$ cat src/rtl/intr_ctrl_apb.sv
// APB-programmable priority interrupt controller with a valid/serviced CPU handshake.
// Define INTR_CTRL_EDGE_EN to latch sources on rising edges (W1C PENDING); level-sensitive otherwise.
//
// state | meaning
// ------+---------------------------------------------------------------
// IDLE  | no request outstanding, waiting for any eligible source
// ARB   | sample the winner onto intr_id/intr_prio and raise intr_valid
// WAIT  | request presented and frozen until intr_serviced

module intr_ctrl_apb #(
    parameter int NUM_SRC    = 16,
    parameter int PRIO_WIDTH = 4,
    parameter int ADDR_WIDTH = 8,
    parameter int DATA_WIDTH = 32,
    parameter int ID_WIDTH   = $clog2(NUM_SRC)
) (
    input  logic                  pclk,
    input  logic                  prst_n,
    input  logic                  psel,
    input  logic                  penable,
    input  logic                  pwrite,
    input  logic [ADDR_WIDTH-1:0] paddr,
    input  logic [DATA_WIDTH-1:0] pwdata,
    output logic [DATA_WIDTH-1:0] prdata,
    output logic                  pready,
    output logic                  pslverr,
    input  logic [NUM_SRC-1:0]    intr_active,
    output logic                  intr_valid,
    output logic [ID_WIDTH-1:0]   intr_id,
    output logic [PRIO_WIDTH-1:0] intr_prio,
    input  logic                  intr_serviced
);

    localparam logic [ADDR_WIDTH-1:0] ADDR_ENABLE  = ADDR_WIDTH'(NUM_SRC);
    localparam logic [ADDR_WIDTH-1:0] ADDR_PENDING = ADDR_WIDTH'(NUM_SRC + 1);
    localparam logic [ADDR_WIDTH-1:0] ADDR_STATUS  = ADDR_WIDTH'(NUM_SRC + 2);

    typedef enum logic [1:0] {
        ST_IDLE = 2'd0,
        ST_ARB  = 2'd1,
        ST_WAIT = 2'd2
    } state_t;

    state_t                state_q, state_d;
    logic [PRIO_WIDTH-1:0] prio_q [NUM_SRC];
    logic [NUM_SRC-1:0]    enable_q;
    logic [NUM_SRC-1:0]    pending_q;
    logic [NUM_SRC-1:0]    eligible;
    logic                  any_eligible;
    logic [ID_WIDTH-1:0]   win_id;
    logic [PRIO_WIDTH-1:0] win_prio;
    logic                  load_win;
    logic                  clear_out;
    logic                  setup_phase;
    logic                  addr_err;
    logic                  wr_en;
    logic [DATA_WIDTH-1:0] rd_data;
    logic                  unused_pwdata;

    assign unused_pwdata = ^pwdata;

    // Response is registered from the setup phase so pready is high exactly in the access cycle.
    assign setup_phase = psel & ~penable;
    assign addr_err    = (paddr > ADDR_STATUS);
    assign wr_en       = psel & penable & pwrite & ~addr_err;

    always_ff @(posedge pclk or negedge prst_n) begin
        if (!prst_n) begin
            for (int i = 0; i < NUM_SRC; i++) begin
                prio_q[i] <= '0;
            end
        end else if (wr_en && (paddr < ADDR_ENABLE)) begin
            for (int i = 0; i < NUM_SRC; i++) begin
                if (paddr == ADDR_WIDTH'(i)) begin
                    prio_q[i] <= pwdata[PRIO_WIDTH-1:0];
                end
            end
        end
    end

    always_ff @(posedge pclk or negedge prst_n) begin
        if (!prst_n) begin
            enable_q <= '0;
        end else if (wr_en && (paddr == ADDR_ENABLE)) begin
            enable_q <= pwdata[NUM_SRC-1:0];
        end
    end

`ifdef INTR_CTRL_EDGE_EN
    logic [NUM_SRC-1:0] active_q;
    logic [NUM_SRC-1:0] rise;
    logic [NUM_SRC-1:0] pend_clr;

    always_comb begin
        rise     = intr_active & ~active_q;
        pend_clr = '0;
        if (wr_en && (paddr == ADDR_PENDING)) begin
            pend_clr = pwdata[NUM_SRC-1:0];
        end
        if ((state_q == ST_WAIT) && intr_serviced) begin
            for (int i = 0; i < NUM_SRC; i++) begin
                if (intr_id == ID_WIDTH'(i)) begin
                    pend_clr[i] = 1'b1;
                end
            end
        end
    end

    // A new edge in the same cycle as a clear keeps the bit set.
    always_ff @(posedge pclk or negedge prst_n) begin
        if (!prst_n) begin
            active_q  <= '0;
            pending_q <= '0;
        end else begin
            active_q  <= intr_active;
            pending_q <= (pending_q & ~pend_clr) | rise;
        end
    end
`else
    always_ff @(posedge pclk or negedge prst_n) begin
        if (!prst_n) begin
            pending_q <= '0;
        end else begin
            pending_q <= intr_active;
        end
    end
`endif

    // Strict greater-than while scanning upwards gives ties to the lowest index.
    always_comb begin
        eligible = '0;
        win_id   = '0;
        win_prio = '0;
        for (int i = 0; i < NUM_SRC; i++) begin
            eligible[i] = pending_q[i] & enable_q[i] & (prio_q[i] != '0);
            if (eligible[i] && (prio_q[i] > win_prio)) begin
                win_prio = prio_q[i];
                win_id   = ID_WIDTH'(i);
            end
        end
    end

    assign any_eligible = |eligible;

    always_ff @(posedge pclk or negedge prst_n) begin
        if (!prst_n) begin
            state_q <= ST_IDLE;
        end else begin
            state_q <= state_d;
        end
    end

    always_comb begin
        state_d   = state_q;
        load_win  = 1'b0;
        clear_out = 1'b0;
        case (state_q)
            ST_IDLE: begin
                if (any_eligible) begin
                    state_d = ST_ARB;
                end
            end
            ST_ARB: begin
                if (any_eligible) begin
                    load_win = 1'b1;
                    state_d  = ST_WAIT;
                end else begin
                    state_d = ST_IDLE;
                end
            end
            ST_WAIT: begin
                if (intr_serviced) begin
                    clear_out = 1'b1;
                    state_d   = ST_IDLE;
                end
            end
            default: state_d = ST_IDLE;
        endcase
    end

    always_ff @(posedge pclk or negedge prst_n) begin
        if (!prst_n) begin
            intr_valid <= 1'b0;
            intr_id    <= '0;
            intr_prio  <= '0;
        end else if (load_win) begin
            intr_valid <= 1'b1;
            intr_id    <= win_id;
            intr_prio  <= win_prio;
        end else if (clear_out) begin
            intr_valid <= 1'b0;
            intr_id    <= '0;
            intr_prio  <= '0;
        end
    end

    always_comb begin
        rd_data = '0;
        for (int i = 0; i < NUM_SRC; i++) begin
            if (paddr == ADDR_WIDTH'(i)) begin
                rd_data = DATA_WIDTH'(prio_q[i]);
            end
        end
        if (paddr == ADDR_ENABLE) begin
            rd_data = DATA_WIDTH'(enable_q);
        end
        if (paddr == ADDR_PENDING) begin
            rd_data = DATA_WIDTH'(pending_q);
        end
        if (paddr == ADDR_STATUS) begin
            rd_data = DATA_WIDTH'({intr_valid, intr_prio, intr_id});
        end
    end

    always_ff @(posedge pclk or negedge prst_n) begin
        if (!prst_n) begin
            pready  <= 1'b0;
            pslverr <= 1'b0;
            prdata  <= '0;
        end else if (setup_phase) begin
            pready  <= 1'b1;
            pslverr <= addr_err;
            prdata  <= addr_err ? '0 : rd_data;
        end else begin
            pready  <= 1'b0;
            pslverr <= 1'b0;
            prdata  <= '0;
        end
    end

endmodule

$ cat config.mk
export PLATFORM = sky130hd
export DESIGN_NAME = intr_ctrl_apb
export DESIGN_NICKNAME = d
export VERILOG_FILES = /design/src/rtl/intr_ctrl_apb.sv
export SDC_FILE = /design/constraint.sdc
export NUM_CORES = 1
export LEC_CHECK = 0
export CORE_MARGIN = 2
export CORE_UTILIZATION = 30
export DETAILED_ROUTE_END_ITERATION = 10
export MAX_ROUTING_LAYER = met4
export PLACE_DENSITY = 0.45
export SLEW_MARGIN = 40
export SYNTH_ARGS = -nofsm -noshare
export SYNTH_HDL_FRONTEND = slang
export SYNTH_SLANG_ARGS = --single-unit
export TNS_END_PERCENT = 50
$ cat constraint.sdc
create_clock -name pclk -period 52.7 [get_ports pclk]
set_input_delay 10.54 -clock pclk [delete_from_list [all_inputs] [get_ports pclk]]
set_output_delay 10.54 -clock pclk [all_outputs]
set_load 0.01 [all_outputs]
==> run summary, run 1 <==
==================================================================================================
Library cell with the highest instance count after synthesis                          sky130_fd_sc_hd__dfrtp_1
Layout area overhead                                                                         17.9%
Least-Margin Pin Slew                                                                       823 ps
Initial antenna violation count                                                                  0
Clock tree from TritonCTS                                                                    built
CP Launch Type                                                                           flip-flop
Fraction of post-synthesis cell area in the top cell type by area                            33.9%
Number of placed I/O pins                                                                      105
Sequential fraction of the synthesis area                                                    33.9%
Clock transition time at the flip-flop clock pins of the worst setup and hold paths          60 ps
Resized Gates After CTS                                                                          0
Antenna fix cells                                                                                0
Count of buffers from port buffering                                                            72
# rows                                                                                          64
Combinational Power Share                                                                     5.2%
Starting utilization of the core area                                                        30.3%
Floorplan die width                                                                         179 um
CP Max Fanout                                                                                   11
Worst-Skew Late Latency                                                                     420 ps
Cells after synthesis                                                                          992
Critical path data arrival time                                                           28550 ps
Biggest area contributors in the synthesized netlist                                  sky130_fd_sc_hd__dfrtp_1, sky130_fd_sc_hd__mux2_2, sky130_fd_sc_hd__ha_1
Internal power                                                                              171 uW
Number of hold-slack violations in the final timing report                                       0
Clock buffer count from CTS                                                                     17
HPWL Detailed                                                                              21.9 mm
Via count of the first global-routing pass                                                    7743
Max_cap viols                                                                                    0
Areal power density over the cells                                                    20.7 nW/um^2
Outcome                                                                                  completed
Class of the most critical hold timing path                                                reg2reg
Routed length per instance                                                                 19.9 um
Drt pass-1 iters                                                                                 5
Gp weighted congestion                                                                       0.832
DRC violation total after the first TritonRoute iteration                                      444
Count of buffers added by post-CTS timing repair for setup                                       0
Switching component of the power                                                           54.1 uW
Timing-limited maximum frequency                                                        0.0354 GHz
EDFF count, synth                                                                                0
Sequential fraction of design power                                                          43.3%
Die Area                                                                               32200 sq um
Dominant cell type by area after synthesis                                            sky130_fd_sc_hd__dfrtp_1
RSZ-0062 raised after global routing                                                         false
Count of different cell masters after synthesis                                                 93
Final-stage net count                                                                         1160
Cell family contributing the most delay on the critical path                          compound AO/OA/AOI/OAI gates
Number of cells after detailed placement                                                      1433
Cell with the most instances on the worst path                                        sky130_fd_sc_hd__ha_1
Highest ir drop seen on vdd                                                              0.0157 mV
Synth Cell Area                                                                         9220 sq um
Number of pins with negative max-slew slack in the final report                                  0
Setup CP Type                                                                              reg2reg
Most instantiated flip-flop cell in the synthesis netlist                             sky130_fd_sc_hd__dfrtp_1
Worst slew margin                                                                            44.9%
Part of the total power dissipated in the clock network                                      51.5%
Total congestion overflow                                                                        0
Crit path required time                                                                   52970 ps
Total via count in the routed design                                                          7923
Average vias per placed instance                                                              5.41
Maximum number of pins on one net before global-route repair                                    70
Yosys Warn Count                                                                                 0
Flip-flop and latch count after synthesis                                                      125
Final setup viols                                                                                0
Maximum root-to-sink buffer count                                                                2
DRC violations left                                                                              0
Cell with the largest stage delay on the worst path                                   sky130_fd_sc_hd__and3_1
Nature of the critical path endpoint                                                     flip-flop
LEAKAGE                                                                                    4.61 nW
Post-synthesis area per instance                                                        9.30 sq um
GRT Resource Usage Total                                                                     19.2%
CORE AREA                                                                              30400 sq um
Number of sinks driven by the clock tree                                                       125
Post-route insts no fill                                                                      1465
CP bufs+invs                                                                                    11
Clock period minus worst slack                                                            28280 ps
Fraction of power spent switching nets                                                       24.0%
Proportion of synthesized flip-flops having asynchronous set or reset                         100%
Portion of the clock cycle consumed by the worst path in the final layout                    53.7%
Remaining antenna violation count after routing                                                  0
Number of buffers added to fix hold violations after cts                                         0
Wire length of the first global-routing pass                                               45.3 mm
Setup total negative slack                                                                    0 ps
Root Buffer Master                                                                    sky130_fd_sc_hd__clkbuf_16
List of most frequent post-synthesis cells                                            sky130_fd_sc_hd__dfrtp_1, sky130_fd_sc_hd__mux2_2, sky130_fd_sc_hd__nand2_1, sky130_fd_sc_hd__nor2_1, sky130_fd_sc_hd__inv_1
Chip height                                                                                 179 um
Depth of the CTS H-tree                                                                          4
Crit path largest cell delay                                                                560 ps
Final setup skew                                                                           10.3 ps
Drt total wl                                                                               29.1 mm
Fraction of final layout cells with drive strength greater than 1                            16.7%
==================================================================================================
## layer usage
metal / global-route usage [%] / part of all wire, % / wire length (um) / vias to the layer above
met5: - / 0 / 0 / -
met2: 30.4 / 47 / 13600 / 187
met3: 3.29 / 3.8 / 1110 / 17
met4: 3.33 / 0.75 / 219 / 0
li1: - / - / - / 3804
met1: 26.0 / 49 / 14200 / 3915
## kinds of logic after synthesis
| kind of cell | synth area share, % |
|---|---|
| AOI/OAI and AO/OA | 19.8 |
| xor gates and xnor gates | 0.760 |
| other | 0.0407 |
| adders and majority gates | 5.92 |
| and+or+nand+nor | 17.7 |
| DFF | 33.9 |
| muxes | 16.7 |
| buffers and inverters | 5.17 |
## area by class of cell
| cell class | instances | area (sq um) |
|---|---|---|
| Tap cell | 396 | 495 |
| Clock inverter | 13 | 141 |
| Sequential cell | 125 | 3130 |
| Inverter | 59 | 221 |
| Clock buffer | 19 | 433 |
| Fill cell | 3132 | 19600 |
| Timing Repair Buffer | 80 | 763 |
| Multi-Input combinational cell | 773 | 5690 |
## cells in the final DEF, fill, tap and decap left out, drive strengths merged, types with 12 or more instances in the layout
master,n
clkdlybuf4s50,67
clkbuf,19
conb,16
nor4,16
o21ai,42
mux2i,30
and3,18
nand2,88
mux2,92
ha,42
dfrtp,125
nor3,15
a21oi,57
a31oi,12
buf,13
nand3,39
nor2,74
a21o,14
o211ai,14
a211oi,13
inv,61
## power by group through the flow
| stage | Sequential (mW) | Clock (mW) | Combinational, mW |
|---|---|---|---|
| 2_1_floorplan | 0.0989 | 0 | 0.00478 |
| 3_3_place_gp | 0.0991 | 0 | 0.0120 |
| 3_5_place_dp | 0.0991 | 0 | 0.0119 |
| 4_1_cts | 0.0973 | 0.119 | 0.0120 |
| 5_1_grt | 0.0974 | 0.123 | 0.0128 |
| 6_report | 0.0974 | 0.116 | 0.0117 |
## registers in the layout, indices dropped and copies added, names as in the netlist
name / count
intr_id: 4
prio_q: 64
pready: 1
pending_q: 16
prdata: 16
enable_q: 16
state_q: 2
intr_prio: 4
intr_valid: 1
pslverr: 1
## through the flow
stage	power (mW)	area, sq um	hold slack, ps	util [%]	worst slack, ps
4_1_cts	0.228	10900	464	35.7	24460
6_report	0.225	10900	459	35.7	24420
3_3_place_gp	0.111	10300	448	33.8	24500
3_5_place_dp	0.111	10300	454	33.8	24640
2_1_floorplan	0.104	9280	430	-	28570
5_1_grt	0.233	10900	501	35.7	21970
## final timing paths
check	startpoint	end	cells past startpoint	slack (ps)
setup reg to reg	pending_q[0]	intr_id[3]	125	24420
hold / removal	state_q[0]	state_q[0]	1	460
min in group asynchronous	prst_n	prdata[9]	1	10130
max in group asynchronous	prst_n	prio_q[46]	2	41560
setup / recovery	pending_q[0]	intr_id[3]	125	24420
hold reg to reg	state_q[0]	state_q[0]	1	460
## worst register-to-register path, delay by kind of cell (launching register included)
| kind | cells | cell delay (ps) |
|---|---|---|
| AO/OA/AOI/OAI | 43 | 9660 |
| AND/OR/NAND/NOR | 43 | 8490 |
| adder cells (fa/ha/maj) | 16 | 4550 |
| multiplexers | 12 | 4040 |
| buffers and inverters | 11 | 930 |
| flip-flops | 1 | 470 |
No activity file was read; power rests on OpenSTA's default activity.
==> inputs of run 2 (changes only) <==
--- a/config.mk
+++ b/config.mk
@@ -9,7 +9,7 @@
 export CORE_UTILIZATION = 30
 export DETAILED_ROUTE_END_ITERATION = 10
 export MAX_ROUTING_LAYER = met4
-export PLACE_DENSITY = 0.45
+export PLACE_DENSITY = 0.47
 export SLEW_MARGIN = 40
 export SYNTH_ARGS = -nofsm -noshare
 export SYNTH_HDL_FRONTEND = slang
==> constraint.sdc (replaced) <==
create_clock -name pclk -period 25.7 [get_ports pclk]
set_input_delay 5.14 -clock pclk [delete_from_list [all_inputs] [get_ports pclk]]
set_output_delay 5.14 -clock pclk [all_outputs]
set_load 0.01 [all_outputs]
==> run 2 against run 1 <==
Net effect: die area unchanged; fmax rose by 17%; critical path depth increased by 4; non-clock buffer count is 90 higher; wire length increased by 1.2%; flip-flop and latch count unchanged; worst setup slack worse by 23000 ps; largest cell class unchanged.
==> run summary, run 2 (synthesis results as in run 1) <==
==================================================================================================
LEAKAGE                                                                                    5.08 nW
Final setup viols                                                                                0
Layout area overhead                                                                         26.8%
Count of buffers from port buffering                                                            72
Fin Hold WS                                                                                 465 ps
Root Buffer Master                                                                    sky130_fd_sc_hd__clkbuf_16
Most flops, register                                                                        prio_q
Commonest non-fill, non-tap cell in the layout                                        sky130_fd_sc_hd__dfrtp_1
Final Util                                                                                   38.4%
Clock transition time at the flip-flop clock pins of the worst setup and hold paths          60 ps
Setup slack after placement                                                                 676 ps
Worst slew margin                                                                            44.4%
DRC violation total after the first TritonRoute iteration                                      603
Flip-flop count of the largest register, all copies and words added                             64
DRC violations left                                                                              0
CP Launch Type                                                                           flip-flop
Floorplan die width                                                                         179 um
Class of the most critical hold timing path                                                reg2reg
Fraction of power spent switching nets                                                       24.5%
# rows                                                                                          64
Cell family contributing the most delay on the critical path                          compound AO/OA/AOI/OAI gates
Number of buffers added to fix hold violations after cts                                         0
Fraction of final layout cells with drive strength greater than 1                            25.8%
Chip height                                                                                 179 um
Area of all placed cells without fillers                                               11700 sq um
Antenna fix cells                                                                                0
Via count of the first global-routing pass                                                    7899
Cell with the largest stage delay on the worst path                                   sky130_fd_sc_hd__dfrtp_2
Setup CP Type                                                                              reg2reg
GRT Resource Usage Total                                                                     19.2%
Maximum number of pins on one net before global-route repair                                    74
Wire length of the first global-routing pass                                               45.4 mm
Areal power density over the cells                                                    40.3 nW/um^2
Number of pins with negative max-slew slack in the final report                                  0
Maximum root-to-sink buffer count                                                                2
Gp weighted congestion                                                                       0.847
Nature of the critical path endpoint                                                     flip-flop
Setup slack after layout                                                                   1580 ps
Drt total wl                                                                               29.5 mm
Switching component of the power                                                            116 uW
Worst-Skew Late Latency                                                                     430 ps
CP Max Fanout                                                                                    7
Internal power                                                                              356 uW
Outcome                                                                                  completed
Number of hold-slack violations in the final timing report                                       0
Least-Margin Pin Slew                                                                       827 ps
Clock period minus worst slack                                                            24120 ps
Die Area                                                                               32200 sq um
Drt pass-1 iters                                                                                 5
Total via count in the routed design                                                          8368
Total congestion overflow                                                                        0
Timing-limited maximum frequency                                                        0.0415 GHz
Number of sinks driven by the clock tree                                                       125
Average vias per placed instance                                                              5.38
Combinational Power Share                                                                     5.1%
Clock buffer count from CTS                                                                     17
Portion of the clock cycle consumed by the worst path in the final layout                    93.9%
CORE AREA                                                                              30400 sq um
Commonest non-fill, non-tap cells in the layout                                       sky130_fd_sc_hd__dfrtp_1, sky130_fd_sc_hd__buf_4, sky130_fd_sc_hd__mux2_2
Number of placed I/O pins                                                                      105
Setup total negative slack                                                                    0 ps
Instance area after placement                                                          10900 sq um
Part of the total power dissipated in the clock network                                      52.6%
Clock tree from TritonCTS                                                                    built
Crit path largest cell delay                                                                470 ps
HPWL Detailed                                                                              22.1 mm
Crit path required time                                                                   26020 ps
Routed length per instance                                                                 19.0 um
Highest ir drop seen on vdd                                                              0.0308 mV
Final setup skew                                                                           8.78 ps
Max_cap viols                                                                                    0
Initial antenna violation count                                                                  0
Final-stage net count                                                                         1250
Critical path data arrival time                                                           24440 ps
Cell with the most instances on the worst path                                        sky130_fd_sc_hd__ha_1
Depth of the CTS H-tree                                                                          4
Sequential fraction of design power                                                          42.4%
CP bufs+invs                                                                                    16
Starting utilization of the core area                                                        30.3%
Remaining antenna violation count after routing                                                  0
==================================================================================================
run 2: cell types whose count changed in the layout (fill, tap and decap cells not counted), moves of 3 or more:
cell	before	now
sky130_fd_sc_hd__o21ai_0	37	33
sky130_fd_sc_hd__nor2_2	1	4
sky130_fd_sc_hd__mux2i_1	29	24
sky130_fd_sc_hd__mux2i_2	1	6
sky130_fd_sc_hd__nor2_1	73	69
sky130_fd_sc_hd__buf_4	6	97
sky130_fd_sc_hd__a21oi_1	55	48
sky130_fd_sc_hd__a21oi_2	2	9
run 2: metrics by stage:
step / power [mW] / cells
5_1_grt: 0.487 / 1555
2_1_floorplan: 0.213 / 1007
4_1_cts: 0.476 / 1546
6_report: 0.471 / 1555
3_3_place_gp: 0.228 / 1514
3_5_place_dp: 0.227 / 1514
run 2: area by class of cell:
type,instances,area [sq um]
sequential,125,3130
clock inverter,13,140
fill,3149,18700
inverter,59,221
tap,396,495
clock buffer,19,453
timing repair buffer,170,1440
multi-input combinational,773,5810
run 2: worst paths after layout:
path                       slack, ps    startpoint           to  cells after the start
setup / recovery                1580  pending_q[0]   intr_id[1]                    129
min in group asynchronous       4710        prst_n    prdata[9]                      1
setup reg to reg                1580  pending_q[0]   intr_id[1]                    129
max in group asynchronous      19690        prst_n  enable_q[0]                      2
hold / removal                   470    state_q[0]   state_q[0]                      1
hold reg to reg                  470    state_q[0]   state_q[0]                      1
run 2: power by group through the flow:
| stage | sequential (mW) | combinational (mW) | clock, mW |
|---|---|---|---|
| 3_3_place_gp | 0.203 | 0.0243 | 0 |
| 6_report | 0.200 | 0.0239 | 0.248 |
| 5_1_grt | 0.200 | 0.0262 | 0.261 |
| 4_1_cts | 0.200 | 0.0243 | 0.252 |
| 2_1_floorplan | 0.203 | 0.00980 | 0 |
| 3_5_place_dp | 0.203 | 0.0242 | 0 |
run 2: routing by layer:
metal  GRT usage (%)  routed length, um  vias to the layer above
met4            4.37                327                        0
li1                -                  -                     3984
met3            3.10               1240                       24
met1            26.5              14400                     4157
met2            29.5              13500                      203
met5               -                  0                        -
run 2: what timing repair did:
| action | CTS | global route |
|---|---|---|
| endpoints found under the setup margin | 0 | 8 |
| gates resized for setup | 0 | 40 |
| setup buffers | 0 | 9 |
==> inputs of run 3 (changes only) <==
--- a/config.mk
+++ b/config.mk
@@ -5,8 +5,10 @@
 export SDC_FILE = /design/constraint.sdc
 export NUM_CORES = 1
 export LEC_CHECK = 0
+export CAP_MARGIN = 10
 export CORE_MARGIN = 2
 export CORE_UTILIZATION = 30
+export CTS_BUF_LIST = sky130_fd_sc_hd__clkbuf_4 sky130_fd_sc_hd__clkbuf_8 sky130_fd_sc_hd__clkbuf_16
 export DETAILED_ROUTE_END_ITERATION = 10
 export MAX_ROUTING_LAYER = met4
 export PLACE_DENSITY = 0.47
==> results of run 3 <==
No change in the layout: final DEF, timing and power equal those of run 2.
